`config.mk`:
```
export PLATFORM = sky130hd
export DESIGN_NAME = mini_cpu
export DESIGN_NICKNAME = d
export VERILOG_FILES = /design/src/rtl/mini_cpu.sv
export SDC_FILE = /design/constraint.sdc
export NUM_CORES = 1
export LEC_CHECK = 0
export CAP_MARGIN = 20
export CORE_MARGIN = 4
export CORE_UTILIZATION = 34
export DETAILED_ROUTE_END_ITERATION = 8
export PLACE_DENSITY_LB_ADDON = 0.15
export SYNTH_ARGS = -nofsm -noshare
export SYNTH_HDL_FRONTEND = slang
export SYNTH_SLANG_ARGS = --single-unit
```
`constraint.sdc`:
```
create_clock -name clk -period 7.85 [get_ports clk]
set_input_delay 1.1775 -clock clk [delete_from_list [all_inputs] [get_ports clk]]
set_output_delay 1.1775 -clock clk [all_outputs]
set_load 0.02 [all_outputs]
```
`src/rtl/mini_cpu.sv`:
```
// Single-cycle accumulator core with a 16-word program ROM and 16-byte data RAM.
// Define MINI_DEBUG_PORTS_EN to expose acc_dbg / pc_dbg / z_dbg state views.
module mini_cpu #(
    parameter int DATA_W = 8,
    parameter int ADDR_W = 4
) (
    input  logic clk,
    input  logic rst,
    output logic L,
    output logic W,
    output logic R,
    output logic S
`ifdef MINI_DEBUG_PORTS_EN
    ,
    output logic [DATA_W-1:0] acc_dbg,
    output logic [ADDR_W-1:0] pc_dbg,
    output logic              z_dbg
`endif
);

    localparam int DEPTH = 1 << ADDR_W;

    typedef enum logic [3:0] {
        OP_NOP  = 4'h0,
        OP_LDI  = 4'h1,
        OP_LDA  = 4'h2,
        OP_STA  = 4'h3,
        OP_ADD  = 4'h4,
        OP_SUB  = 4'h5,
        OP_JMP  = 4'h6,
        OP_JZ   = 4'h7,
        OP_HLT  = 4'h8,
        OP_ADDI = 4'h9
    } op_t;

    typedef enum logic {ST_RUN, ST_HALT} state_t;

    function automatic logic [DATA_W-1:0] rom(input logic [ADDR_W-1:0] a);
        case (a)
            ADDR_W'(0): rom = DATA_W'(8'h15);
            ADDR_W'(1): rom = DATA_W'(8'h30);
            ADDR_W'(2): rom = DATA_W'(8'h13);
            ADDR_W'(3): rom = DATA_W'(8'h40);
            ADDR_W'(4): rom = DATA_W'(8'h31);
            ADDR_W'(5): rom = DATA_W'(8'h21);
            ADDR_W'(6): rom = DATA_W'(8'h80);
            default:    rom = '0;
        endcase
    endfunction

    state_t              state, state_d;
    logic [ADDR_W-1:0]   pc, pc_d;
    logic [DATA_W-1:0]   acc, acc_d;
    logic                z, z_d, c, c_d;
    logic [DATA_W-1:0]   ram [DEPTH];
    logic                we;
    logic                l_d, w_d, r_d, s_d;

    logic [DATA_W-1:0]   instr;
    op_t                 op;
    logic [ADDR_W-1:0]   k;
    logic [DATA_W-1:0]   opnd;
    logic [DATA_W:0]     sum, diff;

    assign instr = rom(pc);
    assign op    = op_t'(instr[DATA_W-1 -: 4]);
    assign k     = instr[ADDR_W-1:0];
    assign opnd  = (op == OP_ADDI) ? DATA_W'(k) : ram[k];
    assign sum   = {1'b0, acc} + {1'b0, opnd};
    // Top bit of the widened difference is the borrow out.
    assign diff  = {1'b0, acc} - {1'b0, ram[k]};

    always_comb begin
        state_d = state;
        pc_d    = pc + ADDR_W'(1);
        acc_d   = acc;
        z_d     = z;
        c_d     = c;
        we      = 1'b0;
        l_d     = 1'b0;
        w_d     = 1'b0;
        r_d     = 1'b1;
        s_d     = 1'b0;
        if (state == ST_HALT) begin
            pc_d = pc;
            r_d  = 1'b0;
            s_d  = 1'b1;
        end else begin
            case (op)
                OP_LDI: begin
                    acc_d = DATA_W'(k);
                    z_d   = (k == '0);
                    l_d   = 1'b1;
                end
                OP_LDA: begin
                    acc_d = ram[k];
                    z_d   = (ram[k] == '0);
                    l_d   = 1'b1;
                end
                OP_STA: begin
                    we  = 1'b1;
                    w_d = 1'b1;
                end
                OP_ADD, OP_ADDI: begin
                    {c_d, acc_d} = sum;
                    z_d          = (sum[DATA_W-1:0] == '0);
                end
                OP_SUB: begin
                    {c_d, acc_d} = diff;
                    z_d          = (diff[DATA_W-1:0] == '0);
                end
                OP_JMP: pc_d = k;
                OP_JZ:  if (z) pc_d = k;
                OP_HLT: begin
                    pc_d    = pc;
                    state_d = ST_HALT;
                    r_d     = 1'b0;
                    s_d     = 1'b1;
                end
                default: ;
            endcase
        end
    end

    always_ff @(posedge clk) begin
        if (rst) begin
            state <= ST_RUN;
            pc    <= '0;
            acc   <= '0;
            z     <= 1'b0;
            c     <= 1'b0;
            L     <= 1'b0;
            W     <= 1'b0;
            R     <= 1'b0;
            S     <= 1'b0;
            for (int i = 0; i < DEPTH; i++) ram[i] <= '0;
        end else begin
            state <= state_d;
            pc    <= pc_d;
            acc   <= acc_d;
            z     <= z_d;
            c     <= c_d;
            L     <= l_d;
            W     <= w_d;
            R     <= r_d;
            S     <= s_d;
            if (we) ram[k] <= acc;
        end
    end

`ifdef MINI_DEBUG_PORTS_EN
    assign acc_dbg = acc;
    assign pc_dbg  = pc;
    assign z_dbg   = z;
`endif

endmodule

```
==> results of run 1 <==
[synth_stat cells (7+ instances only)]
cell      number  area share (%)
edfxtp_1      40              33
nor2_1        29             3.0
inv_1         27             2.8
nor3_1        24             3.3
and2_1        20             3.5
nand2_1       20             2.1
ha_1          18             6.3
dfxtp_1       17             9.5
nor4_1        16             2.8
clkbuf_1      15             1.6
o21ai_0       15             2.1
a21oi_1       14             1.9
a211oi_1       8             1.7
nand3_1        8             1.1
nor2b_1        8             1.4
o21a_1         7             1.5
[path summary, 6_finish.rpt]
kind | endpoint | slack [ns] | depth (start not counted)
setup / recovery | acc[6] | 3.14 | 17
hold / removal | z | 0.61 | 2
setup reg to reg | acc[6] | 3.14 | 17
hold reg to reg | z | 0.61 | 2
[metrics by stage]
stage	worst slack, ns	power, mW
after detailed placement	3.16	0.712
after floorplan	4.41	0.625
after CTS	3.13	0.999
final	3.14	0.997
after global routing	2.74	1.06
after global placement	3.25	0.711
[power by group through the flow]
stage	sequential, mW	combinational [mW]	clock (mW)
2_1_floorplan	0.354	0.271	0
3_3_place_gp	0.359	0.353	0
3_5_place_dp	0.359	0.353	0
4_1_cts	0.352	0.355	0.292
5_1_grt	0.354	0.396	0.308
6_report	0.352	0.357	0.289
[registers in the layout (all words and copies together) (netlist names)]
register,count
pc,4
state,1
acc,8
W,1
z,1
R,1
L,1
ram,40
[cell type report]
class / count / area [um^2]
flip-flops and latches: 57 / 1540
clock inverters: 4 / 51.3
well taps: 136 / 170
multi-input cells: 270 / 1840
inverters: 28 / 105
clock buffers: 12 / 155
repair buffers: 7 / 65.1
fillers: 1055 / 6390
[worst max-delay path: stages, from the launching register on]
cell	delay, ns
dfxtp_1	0.35
inv_1	0.11
ha_1	0.77
mux2i_1	0.15
a21oi_1	0.57
buf_4	0.27
o221ai_1	0.11
nand2_1	0.18
inv_1	0.07
ha_1	0.33
nor2b_1	0.16
o21a_1	0.18
o21ai_0	0.29
or4b_1	0.47
o311a_1	0.15
o21ai_0	0.15
a22oi_1	0.09
o31ai_1	0.23
[logic make-up after synthesis]
family                   Yosys count  synth area share (%)
AND/OR/NAND/NOR                  152                  22.7
buffers and inverters             49                  5.92
multiplexers                       6                  1.67
AO/OA/AOI/OAI                     82                  16.3
adder cells (fa/ha/maj)           20                  7.38
flip-flops                        57                  42.9
XOR/XNOR                          10                  3.24
[per-layer routing]
metal	vias to the layer above	wire, um
li1	1382	-
met1	1383	4840
met2	56	4410
met3	11	385
met4	0	127
met5	-	0
==> metrics.csv, run 1 <==
metric,value,unit
cts_tree,done,
insertion_delay,0.35,ns
p_sw_share,36.3,%
grt_first_pass_wirelength,15.6,mm
grt_util_met2,24.6,%
numCtsBuffers,9,
cts_sinks,57,
htree_levels,3,
cp.arrival,4.97,ns
final_cell_mix,"edfxtp_1 (40), nor2_1 (29), inv_1 (27), nor3_1 (24)",
viasPerCell,5.51,
area_growth,9.29,%
drc,0,
p_seq_share,35.3,%
place_congestion,0.832,
grt_max_degree,27,
dp_cells,498,
netlist_instances,376,
p_int,0.636,mW
synth_cell_types,64,
hpwl,7.13,mm
antenna_found_initial,0,
end_kind,flop,
comb_power_share,35.7,%
drv_cap,0,
top_usage_layer,met2,
crit_fanout,22,
initial_core_util,34.8,%
rows,37,
grt_pass1_vias,2775,
start_kind,flop,
worstHoldStart,z,
slew_headroom,34.4,%
grt_setup_unrepaired,false,
track_usage,16.3,%
cts_resized,0,
dpl_cell_area,0.00372,mm^2
post-route-period-util,60.0,%
synth_ff_type,edfxtp_1,
use_met1,23.5,%
p_sw,0.362,mW
ctsHoldBuffers,0,
fin_worst_skew,0.00991,ns
layout.nets,395,
outcome,completed,
synth_edf_count,40,
async_flop_share,0,%
antenna_cells,0,
die_h,111,um
syn-cell-area,0.00359,mm^2
tightest_slew,0.985,ns
path_clk_slew,0.06,ns
fmax,212,MHz
wl_per_cell,19.0,um
worstSetupPathType,flop to flop,
seq_area_frac_synth,42.9,%
post-cts-setup-buffers,0,
clock_path_buffers,2,
fin_tns_setup,0,ns
first_pass_iters,4,
drt_wl_total,9.76,mm
hold_slack,0.611,ns
ys_ff_latch,57,
design_area,0.00393,mm^2
min_period,4.71,ns
leakagePower,1.46,nW
setup-violations-final,0,
drive_above_1_share,8.99,%
vdd_ir_drop_max,0.0698,mV
die_x,111,um
met3_usage,3.17,%
powerDensity,254,mW/mm^2
ys_warn_count,0,
final_common_cell,edfxtp_1,
timing_hold_violations_final,0,
syn_nets,398,
final_core_util,38.1,%
drv_slew,0,
top_level_ports,6,
drt_iter0_markers,201,
stdcell_count,514,
hp-class,flop to flop,
ant_nets,0,
reg2reg_from,pc[0],
clockPowerShare,29.0,%
root_buffer,clkbuf_8,
avgSynthCellArea,9.56,um^2
io_buffers,5,
cp-startpoint,pc[0],
crit_required,8.11,ns
vias,2832,
grt_overflow_total,0,
coreArea,0.0103,mm^2
die_area,0.0123,mm^2
(Power assumes the default switching activity.)
==> run 2, diff against run 1 <==
clock period = 4.15 ns   (was 7.85 ns; I/O delays follow)
==> run 2 against run 1 <==
  * Sequential share of layout area fell by 1.2 points
  * Fmax rose by 20%
  * Clock power grew 84%
  * Die area is the same
  * Non-clock buffer count increased by 15
  * First-iteration DRC count fell by 21%
  * Critical path type unchanged
  * Sequential power rose by 88%
  * Final area is 3.1% higher
  * Largest cell class unchanged
  * Total power grew 92%
  * Sequential cell count did not move
  * Global-route usage down 0.22 points
==> metrics.csv, run 2 (synthesis results as in run 1) <==
metric,value,unit,change
design_area,0.00405,mm^2,+3.1%
post-route-period-util,94.4,%,+34 points
path_delay_family,simple AND/OR/NAND/NOR gates,,
drive_above_1_share,14.0,%,+5.0 points
initial_core_util,34.8,%,unchanged
start_kind,flop,,
place_congestion,0.838,,+0.67%
fin_worst_skew,0.00826,ns,-0.00165 ns
largest_reg_flops,40,,unchanged
cts_sinks,57,,unchanged
grt_pass1_vias,2753,,-0.79%
outcome,completed,,
reg2reg_from,pc[0],,
path_cells,inv_1 > ha_2 > or3b_4 > buf_4 > nand2_1 > a211oi_1 > nor2_1 > buf_4 > inv_1 > ha_1 > o21a_1 > o21ai_1 > or4b_1 > o311a_1 > o21ai_1 > a22oi_1 > o31ai_1,,
r2r_setup_slack,0.23,ns,-2.91 ns
final_cell_mix,"edfxtp_1 (40), nor2_1 (29), inv_1 (27), nor3_1 (24), and2_1 (20)",,
fmax,255,MHz,+20%
drc,0,,unchanged
fin_tns_setup,0,ns,unchanged
tightest_slew,0.945,ns,-0.0393 ns
viasPerCell,5.47,,-0.78%
cts_tree,done,,
coreArea,0.0103,mm^2,unchanged
stdcell_count,529,,+2.9%
vias,2892,,+2.1%
final_core_util,39.2,%,+1.2 points
reg2regPathDepth,17,,unchanged
dp_cells,511,,+2.6%
rows,37,,unchanged
vdd_ir_drop_max,0.163,mV,+130%
cp_slowest_cell,or3b_4,,
die_h,111,um,unchanged
drv_slew,0,,unchanged
insertion_delay,0.33,ns,-0.02 ns
drt_wl_total,9.86,mm,+1.1%
clock_path_buffers,2,,unchanged
track_usage,16.1,%,-0.22 points
grt_max_degree,27,,unchanged
slew_headroom,37.0,%,+2.6 points
cp_num_cells,17,,unchanged
timing_hold_violations_final,0,,unchanged
ant_nets,0,,unchanged
htree_levels,3,,unchanged
cp.arrival,4.15,ns,-0.82 ns
crit_required,4.39,ns,-3.72 ns
die_x,111,um,unchanged
worstSetupPathType,flop to flop,,
hp-class,flop to flop,,
hpwl,7.30,mm,+2.3%
path_clk_slew,0.07,ns,about the same
grt_overflow_total,0,,unchanged
num-fill-cells,1037,,-1.7%
powerDensity,474,mW/mm^2,+87%
cp-startpoint,pc[0],,
reg2reg_to,acc[6],,
crit_buf_inv,4,,+1
reg.largest.list,"ram x40, acc x8, pc x4",,
area_growth,12.7,%,
numCtsBuffers,9,,unchanged
regMostFlops,ram,,
antenna_found_initial,0,,unchanged
first_pass_iters,5,,+1
die_area,0.0123,mm^2,unchanged
wl_per_cell,18.6,um,-1.8%
setup-violations-final,0,,unchanged
critPathMaxStageDelay,0.47,ns,-0.30 ns
drv_cap,0,,unchanged
layout.nets,410,,+3.8%
min_period,3.92,ns,-0.791 ns
root_buffer,clkbuf_8,,
drt_iter0_markers,158,,-21%
ctsHoldBuffers,0,,unchanged
grt_first_pass_wirelength,15.4,mm,-1.4%
final_common_cell,edfxtp_1,,
crit_fanout,9,,-59%
antenna_cells,0,,unchanged
end_kind,flop,,
dpl_cell_area,0.00382,mm^2,+2.6%
leakagePower,1.53,nW,+4.8%
io_buffers,5,,unchanged
critPathCapture,acc[6],,
top_level_ports,6,,unchanged
run 2: how the worst min path moves through the flow:
stage          startpoint     end  cells past startpoint
5_1_grt                 z       z                      2
4_1_cts                 z       z                      2
6_report                z       z                      2
2_1_floorplan      acc[3]  acc[3]                      2
3_3_place_gp            z       z                      2
3_5_place_dp            z       z                      2
run 2: layer usage:
metal	part of all wire [%]	up-vias	GRT usage (%)
li1	-	1410	-
met1	51	1412	23.6
met2	44	57	24.3
met3	2.9	13	2.13
met4	1.7	0	5.34
met5	0	-	0
run 2: cell type report:
class | count | area [um^2] | area share (%)
Clock buffer | 13 | 159 | 3.92
Clock inverter | 3 | 40.0 | 0.988
Inverter | 28 | 105 | 2.59
Multi-Input combinational cell | 270 | 1860 | 45.9
Sequential cell | 57 | 1540 | 38.0
Tap cell | 136 | 170 | 4.20
Timing Repair Buffer | 22 | 178 | 4.39
run 2: worst register-to-register path, delay by kind of cell, from the launching register on:
kind | cells | cell delay (ns)
AO/OA/AOI/OAI | 7 | 1.11
adder cells (fa/ha/maj) | 2 | 0.59
buffers and inverters | 4 | 0.53
flip-flops | 1 | 0.35
AND/OR/NAND/NOR | 4 | 1.23
run 2: timing repair:
action | 4_1_cts | 5_1_grt
pin swaps | 0 | 2
setup buffers | 0 | 2
setup endpoints to repair | 1 | 2
resized for setup | 1 | 8
run 2: per-stage QoR:
stage | power (mW) | setup WS (ns) | hold slack (ns)
6_report | 1.92 | 0.234 | 0.596
2_1_floorplan | 1.18 | 0.706 | 0.493
5_1_grt | 2.04 | -0.0179 | 0.602
3_3_place_gp | 1.38 | 0.0361 | 0.566
3_5_place_dp | 1.38 | 0.0132 | 0.569
4_1_cts | 1.91 | 0.110 | 0.583
run 2: where the power goes:
part | switching (mW) | internal [mW] | total (mW)
clock | 0.223 | 0.309 | 0.532
sequential | 0.0215 | 0.641 | 0.663
combinational | 0.441 | 0.283 | 0.724
total | 0.686 | 1.23 | 1.92
